<file path="config.mk">
export PLATFORM = sky130hd
export DESIGN_NAME = ifu_fetch_flat
export DESIGN_NICKNAME = d
export VERILOG_FILES = /design/src/rtl/ifu_fetch_if.sv /design/src/rtl/ifu_fetch.sv /design/src/flat_wrapper.sv
export SDC_FILE = /design/constraint.sdc
export NUM_CORES = 1
export LEC_CHECK = 0
export ABC_CLOCK_PERIOD_IN_PS = 2600
export CORE_MARGIN = 4
export CORE_UTILIZATION = 48
export CTS_CLUSTER_SIZE = 8
export DETAILED_ROUTE_END_ITERATION = 10
export GPL_TIMING_DRIVEN = 1
export PLACE_DENSITY = 0.73
export SETUP_SLACK_MARGIN = 0.05
export SLEW_MARGIN = 20
export SYNTH_ARGS = -nofsm -noshare
export SYNTH_HDL_FRONTEND = slang
export SYNTH_SLANG_ARGS = --single-unit
export TNS_END_PERCENT = 50
</file>
<file path="constraint.sdc">
create_clock -name clk -period 2.6 [get_ports clk]
set_input_delay 0.26 -clock clk [delete_from_list [all_inputs] [get_ports clk]]
set_output_delay 0.26 -clock clk [all_outputs]
set_load 0.05 [all_outputs]
</file>
<file path="src/rtl/ifu_fetch_if.sv">
// ifu_fetch_if
//   Bundles the instruction-memory request/response channel, the backend
//   redirect strobe and the IDU valid/ready channel of the fetch unit.
//
//   Parameters: ADDR_WIDTH (fetch address width), INST_WIDTH (instruction width)
//
//   Signals:
//     imem_req_valid / imem_req_ready / imem_req_addr : fetch request handshake
//     imem_resp_valid / imem_resp_data                : instruction return (always accepted)
//     redirect_valid / redirect_pc                    : backend redirect
//     idu_valid / idu_ready / idu_pc / idu_instr / idu_exc : instruction delivery
//
//   Modports:
//     master : the fetch unit side
//     slave  : the memory / backend / IDU side
interface ifu_fetch_if #(
    parameter int ADDR_WIDTH = 32,
    parameter int INST_WIDTH = 32
);
    logic                  imem_req_valid;
    logic                  imem_req_ready;
    logic [ADDR_WIDTH-1:0] imem_req_addr;
    logic                  imem_resp_valid;
    logic [INST_WIDTH-1:0] imem_resp_data;
    logic                  redirect_valid;
    logic [ADDR_WIDTH-1:0] redirect_pc;
    logic                  idu_valid;
    logic                  idu_ready;
    logic [ADDR_WIDTH-1:0] idu_pc;
    logic [INST_WIDTH-1:0] idu_instr;
    logic                  idu_exc;

    modport master (
        output imem_req_valid, imem_req_addr,
        input  imem_req_ready, imem_resp_valid, imem_resp_data,
        input  redirect_valid, redirect_pc,
        output idu_valid, idu_pc, idu_instr, idu_exc,
        input  idu_ready
    );

    modport slave (
        input  imem_req_valid, imem_req_addr,
        output imem_req_ready, imem_resp_valid, imem_resp_data,
        output redirect_valid, redirect_pc,
        input  idu_valid, idu_pc, idu_instr, idu_exc,
        output idu_ready
    );
endinterface

</file>
<file path="src/rtl/ifu_fetch.sv">
// ifu_fetch
//   Handshaked instruction fetch front end. Keeps a single request in flight
//   to instruction memory, buffers returned instructions in a FBUF_DEPTH-entry
//   FIFO and hands them to the IDU over valid/ready. Backend redirects flush
//   the FIFO and mark any in-flight request stale so its response is dropped.
//
//   Parameters: ADDR_WIDTH, INST_WIDTH, RESET_PC (first fetch address),
//               FBUF_DEPTH (power of two, >= 2)
//   Ports:
//     clk  : clock
//     rst  : synchronous active-high reset
//     bus  : ifu_fetch_if.master (imem request/response, redirect, IDU channel)
//
//   Build option: define IFU_MISALIGN_CHECK_EN to turn a redirect to a
//   non-word-aligned target into a single faulting FIFO entry (idu_exc = 1)
//   followed by a halt until the next redirect. Without it the target is
//   word-aligned and idu_exc is tied low.
module ifu_fetch #(
    parameter int                    ADDR_WIDTH = 32,
    parameter int                    INST_WIDTH = 32,
    parameter logic [ADDR_WIDTH-1:0] RESET_PC   = 32'h8000_0000,
    parameter int                    FBUF_DEPTH = 2
) (
    input logic       clk,
    input logic       rst,
    ifu_fetch_if.master bus
);
    localparam int PTR_W = $clog2(FBUF_DEPTH);
    localparam int CNT_W = PTR_W + 1;

    localparam logic [1:0] ST_REQ  = 2'd0;
    localparam logic [1:0] ST_WAIT = 2'd1;
    localparam logic [1:0] ST_HALT = 2'd2;

    localparam logic [ADDR_WIDTH-1:0] PC_STEP    = ADDR_WIDTH'(3'd4);
    localparam logic [ADDR_WIDTH-1:0] ALIGN_MASK = ~ADDR_WIDTH'(2'd3);

    logic [1:0]            state_r, state_nxt_s;
    logic [ADDR_WIDTH-1:0] fetch_pc_r, fetch_pc_nxt_s;
    logic [ADDR_WIDTH-1:0] req_addr_r, req_pc_r;
    logic                  stale_r, stale_nxt_s, inflight_s;
    logic [CNT_W-1:0]      count_r, count_nxt_s;
    logic [PTR_W-1:0]      head_r, head_nxt_s, tail_r, tail_nxt_s;

    logic [ADDR_WIDTH-1:0] pc_mem_r    [FBUF_DEPTH];
    logic [INST_WIDTH-1:0] instr_mem_r [FBUF_DEPTH];

    logic                  req_valid_s, req_fire_s, resp_s, push_s, pop_s;
    logic                  misalign_s, fault_s, wr_en_s;
    logic [PTR_W-1:0]      wr_idx_s;
    logic [ADDR_WIDTH-1:0] wr_pc_s;
    logic [INST_WIDTH-1:0] wr_instr_s;

`ifdef IFU_MISALIGN_CHECK_EN
    logic exc_mem_r [FBUF_DEPTH];
    assign misalign_s = (bus.redirect_pc[1:0] != 2'b00);
`else
    assign misalign_s = 1'b0;
`endif

    // The !rst term keeps the bus quiet during reset while still letting the
    // very first cycle out of reset present RESET_PC.
    assign req_valid_s = !rst && (state_r == ST_REQ) && (count_r < CNT_W'(FBUF_DEPTH));
    assign req_fire_s  = req_valid_s && bus.imem_req_ready;
    assign resp_s      = bus.imem_resp_valid;
    assign push_s      = (state_r == ST_WAIT) && resp_s && !stale_r && !bus.redirect_valid;
    assign pop_s       = (count_r != '0) && bus.idu_ready;
    assign fault_s     = bus.redirect_valid && misalign_s;
    assign wr_en_s     = push_s || fault_s;

    // Control next state: fetch sequencing, then redirect override.
    always_comb begin
        state_nxt_s    = state_r;
        fetch_pc_nxt_s = fetch_pc_r;
        stale_nxt_s    = stale_r;
        inflight_s     = 1'b0;
        case (state_r)
            ST_REQ: begin
                if (req_fire_s) begin
                    state_nxt_s = ST_WAIT;
                    // A stale request carries the old address; fetch_pc already
                    // holds the redirect target and must not advance past it.
                    if (stale_r) begin
                        fetch_pc_nxt_s = fetch_pc_r;
                    end else begin
                        fetch_pc_nxt_s = fetch_pc_r + PC_STEP;
                    end
                end else begin
                    state_nxt_s = ST_REQ;
                end
            end
            ST_WAIT: begin
                if (resp_s) begin
                    state_nxt_s = ST_REQ;
                    stale_nxt_s = 1'b0;
                end else begin
                    state_nxt_s = ST_WAIT;
                end
            end
            ST_HALT: begin
                if (resp_s) begin
                    stale_nxt_s = 1'b0;
                end else begin
                    stale_nxt_s = stale_r;
                end
            end
            default: begin
                state_nxt_s = ST_REQ;
                stale_nxt_s = 1'b0;
            end
        endcase

        if (bus.redirect_valid) begin
            // A held-but-unaccepted request is withdrawn when halting, so it
            // only counts as in flight on the aligned path.
            inflight_s = req_fire_s
                       || (req_valid_s && !bus.imem_req_ready && !misalign_s)
                       || ((state_r == ST_WAIT) && !resp_s)
                       || ((state_r == ST_HALT) && stale_r && !resp_s);
            stale_nxt_s    = inflight_s;
            fetch_pc_nxt_s = bus.redirect_pc & ALIGN_MASK;
            if (misalign_s) begin
                state_nxt_s = ST_HALT;
            end else if (state_r == ST_HALT) begin
                // Leaving HALT with a stale response still due: wait it out first.
                state_nxt_s = inflight_s ? ST_WAIT : ST_REQ;
            end else begin
                state_nxt_s = (req_fire_s || ((state_r == ST_WAIT) && !resp_s)) ? ST_WAIT : ST_REQ;
            end
        end else begin
            inflight_s = 1'b0;
        end
    end

    // FIFO pointer/count next state; a redirect flushes, optionally leaving the fault entry.
    always_comb begin
        head_nxt_s  = head_r;
        tail_nxt_s  = tail_r;
        count_nxt_s = count_r;
        wr_idx_s    = tail_r;
        wr_pc_s     = req_pc_r;
        wr_instr_s  = bus.imem_resp_data;
        if (bus.redirect_valid) begin
            head_nxt_s  = '0;
            tail_nxt_s  = misalign_s ? PTR_W'(1'b1) : '0;
            count_nxt_s = misalign_s ? CNT_W'(1'b1) : '0;
        end else begin
            head_nxt_s  = head_r + PTR_W'(pop_s);
            tail_nxt_s  = tail_r + PTR_W'(push_s);
            count_nxt_s = count_r + CNT_W'(push_s) - CNT_W'(pop_s);
        end
        if (fault_s) begin
            wr_idx_s   = '0;
            wr_pc_s    = bus.redirect_pc;
            wr_instr_s = '0;
        end else begin
            wr_idx_s   = tail_r;
            wr_pc_s    = req_pc_r;
            wr_instr_s = bus.imem_resp_data;
        end
    end

    // Control and pointer registers.
    always_ff @(posedge clk) begin
        if (rst) begin
            state_r    <= ST_REQ;
            fetch_pc_r <= RESET_PC;
            req_addr_r <= RESET_PC;
            req_pc_r   <= RESET_PC;
            stale_r    <= 1'b0;
            count_r    <= '0;
            head_r     <= '0;
            tail_r     <= '0;
        end else begin
            state_r    <= state_nxt_s;
            fetch_pc_r <= fetch_pc_nxt_s;
            stale_r    <= stale_nxt_s;
            count_r    <= count_nxt_s;
            head_r     <= head_nxt_s;
            tail_r     <= tail_nxt_s;
            req_pc_r   <= req_fire_s ? req_addr_r : req_pc_r;
            // An offered request keeps its address until accepted, even across a redirect.
            req_addr_r <= (req_valid_s && !bus.imem_req_ready) ? req_addr_r : fetch_pc_nxt_s;
        end
    end

    // FIFO payload storage.
    always_ff @(posedge clk) begin
        if (rst) begin
            for (int i = 0; i < FBUF_DEPTH; i++) begin
                pc_mem_r[i]    <= '0;
                instr_mem_r[i] <= '0;
            end
        end else if (wr_en_s) begin
            pc_mem_r[wr_idx_s]    <= wr_pc_s;
            instr_mem_r[wr_idx_s] <= wr_instr_s;
        end
    end

`ifdef IFU_MISALIGN_CHECK_EN
    // Fault flag storage alongside the payload.
    always_ff @(posedge clk) begin
        if (rst) begin
            for (int i = 0; i < FBUF_DEPTH; i++) begin
                exc_mem_r[i] <= 1'b0;
            end
        end else if (wr_en_s) begin
            exc_mem_r[wr_idx_s] <= fault_s;
        end
    end
    assign bus.idu_exc = exc_mem_r[head_r];
`else
    assign bus.idu_exc = 1'b0;
`endif

    assign bus.imem_req_valid = req_valid_s;
    assign bus.imem_req_addr  = req_addr_r;
    assign bus.idu_valid      = (count_r != '0);
    assign bus.idu_pc         = pc_mem_r[head_r];
    assign bus.idu_instr      = instr_mem_r[head_r];
endmodule

</file>
<file path="src/flat_wrapper.sv">
// flat-port wrapper written by rule: the top's interface ports become plain ports
module ifu_fetch_flat 
#(
    parameter int                    ADDR_WIDTH = 32,
    parameter int                    INST_WIDTH = 32,
    parameter logic [ADDR_WIDTH-1:0] RESET_PC   = 32'h8000_0000,
    parameter int                    FBUF_DEPTH = 2
)
  (clk, rst, bus_imem_req_valid, bus_imem_req_addr, bus_imem_req_ready, bus_imem_resp_valid, bus_imem_resp_data, bus_redirect_valid, bus_redirect_pc, bus_idu_valid, bus_idu_pc, bus_idu_instr, bus_idu_exc, bus_idu_ready);
  ifu_fetch_if #(.ADDR_WIDTH(ADDR_WIDTH), .INST_WIDTH(INST_WIDTH)) bus_i ();
  input logic clk;
  input logic rst;
  output wire logic [$bits(bus_i.imem_req_valid)-1:0] bus_imem_req_valid;
  output wire logic [$bits(bus_i.imem_req_addr)-1:0] bus_imem_req_addr;
  input wire logic [$bits(bus_i.imem_req_ready)-1:0] bus_imem_req_ready;
  input wire logic [$bits(bus_i.imem_resp_valid)-1:0] bus_imem_resp_valid;
  input wire logic [$bits(bus_i.imem_resp_data)-1:0] bus_imem_resp_data;
  input wire logic [$bits(bus_i.redirect_valid)-1:0] bus_redirect_valid;
  input wire logic [$bits(bus_i.redirect_pc)-1:0] bus_redirect_pc;
  output wire logic [$bits(bus_i.idu_valid)-1:0] bus_idu_valid;
  output wire logic [$bits(bus_i.idu_pc)-1:0] bus_idu_pc;
  output wire logic [$bits(bus_i.idu_instr)-1:0] bus_idu_instr;
  output wire logic [$bits(bus_i.idu_exc)-1:0] bus_idu_exc;
  input wire logic [$bits(bus_i.idu_ready)-1:0] bus_idu_ready;
  assign bus_imem_req_valid = bus_i.imem_req_valid;
  assign bus_imem_req_addr = bus_i.imem_req_addr;
  assign bus_i.imem_req_ready = bus_imem_req_ready;
  assign bus_i.imem_resp_valid = bus_imem_resp_valid;
  assign bus_i.imem_resp_data = bus_imem_resp_data;
  assign bus_i.redirect_valid = bus_redirect_valid;
  assign bus_i.redirect_pc = bus_redirect_pc;
  assign bus_idu_valid = bus_i.idu_valid;
  assign bus_idu_pc = bus_i.idu_pc;
  assign bus_idu_instr = bus_i.idu_instr;
  assign bus_idu_exc = bus_i.idu_exc;
  assign bus_i.idu_ready = bus_idu_ready;
  ifu_fetch #(.ADDR_WIDTH(ADDR_WIDTH), .INST_WIDTH(INST_WIDTH), .RESET_PC(RESET_PC), .FBUF_DEPTH(FBUF_DEPTH)) u_core (.clk(clk), .rst(rst), .bus(bus_i));
endmodule
</file>
==> flow_summary.json <==
{
  "clockBufferDepth": 3,
  "worst_ir_drop_vdd_mv": 0.439,
  "cts_max_level": 2,
  "tightestPinTransition_ns": 0.592,
  "clkTransAtPathRegs_ns": 0.05,
  "async_flop_share_pct": 0,
  "stdcell_count": 1339,
  "port_buffers": 165,
  "setup_viol": 0,
  "ys_warn_count": 0,
  "cp.arrival_ns": 2.19,
  "cts_setup_buffers": 0,
  "synth_edf_count": 128,
  "yosysSeqAreaShare_pct": 59.5,
  "num_vias": 7026,
  "cts-root-buf": "clkbuf_16",
  "viasPerCell": 5.25,
  "start_util_pct": 48.9,
  "ant_nets": 0,
  "dp_hpwl_um": 15100,
  "grtUsageTotal_pct": 20.0,
  "hold_viol": 0,
  "cts_made_buffers": 34,
  "p_sw_share_pct": 24.1,
  "pwr-share-clk_pct": 44.3,
  "maxCapViolCount": 0,
  "internal_power_mw": 7.05,
  "dp.cells": 1278,
  "boundaryPins": 169,
  "rsz0062_at_grt": "false",
  "grt_pass1_wl_um": 36000,
  "cp-end-kind": "output port",
  "netlist_instances": 872,
  "layout.nets": 1117,
  "antenna_found_initial": 2,
  "core_area_um2": 20200,
  "dieArea_um2": 23000,
  "power_leakage_nw": 5.00,
  "synth.distinct_cells": 58,
  "die_y_um": 152,
  "period_minus_slack_ns": 2.45,
  "globalRouteOverflowTotal": 0,
  "drc_errors": 0,
  "avgRoutedWirePerCell_um": 17.2,
  "grt_max_degree": 54,
  "cp-start-kind": "flop",
  "ys_seq_elements": 230,
  "cts_resized": 10,
  "gp_congestion": 0.810,
  "finalCritPeriodShare_pct": 94.2,
  "fp.dieW_um": 152,
  "critPathKind": "flop to output port",
  "max_freq_mhz": 408,
  "seqPwrFrac_pct": 44.4,
  "final_common_cell": "and2_1",
  "p_sw_mw": 2.24,
  "pwr-share-comb_pct": 11.4,
  "maxSlewViolCount": 0,
  "holdBufCountCts": 0,
  "drt_pass1_iterations": 5,
  "first_iter_violations": 313,
  "synth.avg_cell_area_um2": 11.3,
  "worst_ep_required_time_ns": 2.34,
  "ys.flop_type": "edfxtp_1",
  "area_delta_synth_final_pct": 30.8,
  "syn_area_um2": 9890,
  "numClockSinks": 230,
  "wl_um": 23000,
  "relSlewSlack_pct": 60.5,
  "status": "finished, final reports clean",
  "tritoncts": "built",
  "final_cell_mix": "133 x and2_1, 128 x edfxtp_1, 110 x clkdlybuf4s50_1",
  "finalSetupTns_ns": 0,
  "path_max_fanout": 19,
  "diodes": 0,
  "clock-skew-final_ns": 0.0134,
  "clock_latency_ns": 0.49,
  "grt_pass1_vias": 6998,
  "drive_gt1_share_pct": 17.8,
  "p_per_area_nw_per_um2": 718,
  "min_path_type": "input pin to flop",
  "rows": 52,
  "syn_nets": 945
}
-- synth_stat cells, types with 6 or more instances --
master | count | share of area, %
a21oi_1 | 40 | 2.0
and2_1 | 132 | 8.4
clkbuf_1 | 46 | 1.7
dfxtp_1 | 102 | 21
edfxtp_1 | 128 | 39
inv_1 | 6 | 0.23
mux2_2 | 66 | 7.5
nand2_1 | 103 | 3.9
nand2b_1 | 12 | 0.76
nand3_1 | 19 | 0.96
nand4_1 | 10 | 0.63
nor2_1 | 36 | 1.4
nor3_1 | 22 | 1.1
nor4_1 | 13 | 0.82
o21ai_0 | 14 | 0.71
o31a_1 | 8 | 0.71
o31ai_1 | 7 | 0.53
o41ai_1 | 6 | 0.53
xnor2_1 | 11 | 0.97
-- state kept, by name (all words and copies together), names as in the netlist --
signal and cells:
u_core.pc_mem_r 64, u_core.state_r 1, u_core.tail_r 1, u_core.bus.imem_req_addr 32
u_core.req_pc_r 32, u_core.fetch_pc_r 32, u_core.count_r 2, u_core.stale_r 1
u_core.head_r 1, u_core.instr_mem_r 64
-- power groups by stage --
stage	clock, mW	combinational, mW	sequential (mW)
final	4.11	1.05	4.12
after global routing	4.37	1.12	4.14
after CTS	4.20	1.07	4.12
after detailed placement	0	1.07	4.19
after global placement	0	1.06	4.18
after floorplan	0	0.513	4.31
-- cell families after synthesis --
group           Yosys count  synth area share (%)
xor+xnor                 15                  1.33
simple gates            375                  20.2
flops                   230                  59.5
other cells               1                0.0379
mux                      71                  8.02
compound gates          112                  7.81
buf+inv                  65                  2.72
fa+ha+maj                 3                 0.380
-- routing by layer --
layer  vias to the layer above  global-route usage, %  wire length, µm
met5                         -                      0               26
met4                         4                   5.84              469
met3                        40                   4.46             1600
met2                       196                   34.3            11100
met1                      3337                   25.4             9790
li1                       3449                      -                -
-- worst paths after layout --
check | cells after the start | to | slack [ns] | from
max reg2reg | 5 | u_core.bus.imem_req_addr[24] | 0.28 | u_core.fetch_pc_r[11]
min reg2reg | 1 | u_core.fetch_pc_r[0] | 0.45 | u_core.fetch_pc_r[0]
min | 3 | u_core.fetch_pc_r[28] | 0.35 | rst
max | 3 | bus_idu_pc[27] | 0.15 | u_core.head_r
-- per-stage QoR --
stage	hold slack, ns	worst slack, ns	instance area (µm²)	util [%]	total power, mW
6_report	0.347	0.150	12900	63.9	9.28
2_1_floorplan	0.365	-0.184	9890	-	4.82
3_3_place_gp	0.434	0.228	11900	58.7	5.24
3_5_place_dp	0.439	0.171	11900	58.7	5.26
4_1_cts	0.323	0.0230	12900	63.8	9.39
5_1_grt	0.348	0.0738	12900	63.9	9.62
-- worst max-delay path, stage by stage, from the launching register on --
cell and delay [ns]:
dfxtp_2 0.32, buf_4 0.28, mux2_2 0.39, clkdlybuf4s50_1 0.70
-- cell type report --
class | instances | area, µm²
clock buffer | 61 | 1030
fill | 1637 | 7310
inverter | 7 | 26.3
multi-input combinational | 577 | 3770
sequential | 230 | 5890
tap | 270 | 338
timing repair buffer | 194 | 1880
(Power assumes the default switching activity.)
==> edit: new RTL, same flow settings <==
`RESET_PC` is set to 32'h8000_0000 in 2 places; all go to 32'h40000000.
--- a/src/rtl/ifu_fetch.sv
+++ b/src/rtl/ifu_fetch.sv
@@ -19,5 +19,5 @@
     parameter int                    ADDR_WIDTH = 32,
     parameter int                    INST_WIDTH = 32,
-    parameter logic [ADDR_WIDTH-1:0] RESET_PC   = 32'h8000_0000,
+    parameter logic [ADDR_WIDTH-1:0] RESET_PC   = 32'h40000000,
     parameter int                    FBUF_DEPTH = 2
 ) (
--- a/src/flat_wrapper.sv
+++ b/src/flat_wrapper.sv
@@ -4,5 +4,5 @@
     parameter int                    ADDR_WIDTH = 32,
     parameter int                    INST_WIDTH = 32,
-    parameter logic [ADDR_WIDTH-1:0] RESET_PC   = 32'h8000_0000,
+    parameter logic [ADDR_WIDTH-1:0] RESET_PC   = 32'h40000000,
     parameter int                    FBUF_DEPTH = 2
 )
Check against the original RTL: not equivalent (a bounded check fails within 4 cycles, from zero or initial values and one cycle with rst high).
==> edit against the original RTL <==
Fmax is 0.31% lower. Total power is 0.10% lower. Synthesized area is 0.29% higher. Setup slack worse by 7.6 ps. Synthesized cell count is 0.11% lower. Largest cell class unchanged. Utilization is 0.12 points higher. Clock skew is 2.2 ps lower. Critical path type unchanged. Cell area is 0.51% higher. Sequential cell count stayed put. Count of clock-buffer cells in the layout is 2 lower. Wire length is 0.14% lower.
==> edit: results (changes against the original RTL) <==
<table>
<tr><th>Metric</th><th>Value</th></tr>
<tr><th colspan="2">Yosys</th></tr>
<tr><td>Per-instance average area after synthesis</td><td>11.4 sq um (+0.41%)</td></tr>
<tr><td>Sequential fraction of the synthesis area</td><td>59.4% (-0.17 points)</td></tr>
<tr><td>Leading cell types by count after synthesis</td><td>sky130_fd_sc_hd__and2_1 (135), sky130_fd_sc_hd__edfxtp_1 (128), sky130_fd_sc_hd__dfxtp_1 (102)</td></tr>
<tr><th colspan="2">Critical path</th></tr>
<tr><td>Stage delay of the slowest cell on the critical path</td><td>880 ps (+180 ps)</td></tr>
<tr><td>Number of cells on the worst reg-to-reg path</td><td>7 (+2)</td></tr>
<tr><td>Highest fanout seen on the critical path</td><td>5 (-14)</td></tr>
<tr><th colspan="2">Global route</th></tr>
<tr><td>Largest net degree at the start of global routing</td><td>82 (+52%)</td></tr>
<tr><td>Number of antenna violations at the first check in global routing</td><td>0 (-2)</td></tr>
<tr><td>Overall global routing resource usage</td><td>19.9% (-0.041 points)</td></tr>
<tr><td>Wire length of the first global-routing pass</td><td>36100 um (+0.34%)</td></tr>
<tr><td>Number of global-route vias before repair</td><td>6926 (-1.0%)</td></tr>
<tr><th colspan="2">STA</th></tr>
<tr><td>Tightest slew margin relative to the limit</td><td>39.1% (-21 points)</td></tr>
<tr><td>Worst clock skew</td><td>11.2 ps (-2.16 ps)</td></tr>
<tr><td>Worst hold margin</td><td>346 ps (-0.953 ps)</td></tr>
<tr><th colspan="2">Worst hold path</th></tr>
<tr><td>Hold worst-path end</td><td>u_core.bus.imem_req_addr[16]$_SDFFE_PP0N_</td></tr>
<tr><th colspan="2">Placed design</th></tr>
<tr><td>Half-perimeter wire length after placement</td><td>15100 um (-0.27%)</td></tr>
<tr><td>Last weighted congestion value of the routability-driven placer</td><td>0.852 (+5.1%)</td></tr>
<tr><th colspan="2">Outcome</th></tr>
<tr><td>Result of the run</td><td>finished clean</td></tr>
<tr><th colspan="2">Drt</th></tr>
<tr><td>Violation count after the first detailed-route iteration</td><td>385 (+23%)</td></tr>
<tr><th colspan="2">Power</th></tr>
<tr><td>Leak Pwr</td><td>5.00 nW (about the same)</td></tr>
</table>
-- edit: cell count changes after synthesis, sizes merged, moves of 6 or more --
cell,change
xor2,+8
nand2,-11
clkbuf,+6
xnor2,-7
o31ai,-6
o21ai,-8
nand2b,-6
-- edit: area by class of cell --
type                    count  area (sq um)
repair buffers            202          1920
inverters                   7          26.3
well taps                 270           338
clock buffers              59          1020
fillers                  1605          7300
multi-input cells         575          3800
flip-flops and latches    230          5890
-- edit: logic make-up after synthesis --
kind of cell               after synthesis  synth area share [%]
and+or+nand+nor                        377                  20.7
other                                    1                0.0378
muxes                                   71                  8.00
AOI/OAI and AO/OA                      107                  7.41
xor gates and xnor gates                16                  1.41
adders and majority gates                3                 0.379
buffers and inverters                   66                  2.65
DFF                                    230                  59.4
-- edit: stage by stage --
stage | utilization [%] | worst slack (ps)
3_3_place_gp | 59.2 | -23.6
4_1_cts | 64.0 | 126
2_1_floorplan | - | -303
5_1_grt | 64.0 | 51.8
3_5_place_dp | 59.2 | -39.8
6_report | 64.0 | 142
-- edit: report_power, final --
group	switching (mW)	internal (mW)	total [mW]
Combinational	0.653	0.392	1.05
Sequential	0.111	4.01	4.12
Clock	1.48	2.63	4.11
Total	2.24	7.03	9.27
-- edit: per-layer routing --
| metal | track usage (%) | vias to the layer above | routed length [um] |
|---|---|---|---|
| met5 | 0 | - | 0 |
| met2 | 33.4 | 220 | 11200 |
| li1 | - | 3458 | - |
| met4 | 5.71 | 0 | 420 |
| met1 | 26.2 | 3358 | 9820 |
| met3 | 4.22 | 38 | 1590 |
-- edit: worst max-delay path: cells and delay by family, from the launching register on --
family / cells / cell delay (ps)
DFF: 1 / 320
and+or+nand+nor: 1 / 350
buffers and inverters: 2 / 1040
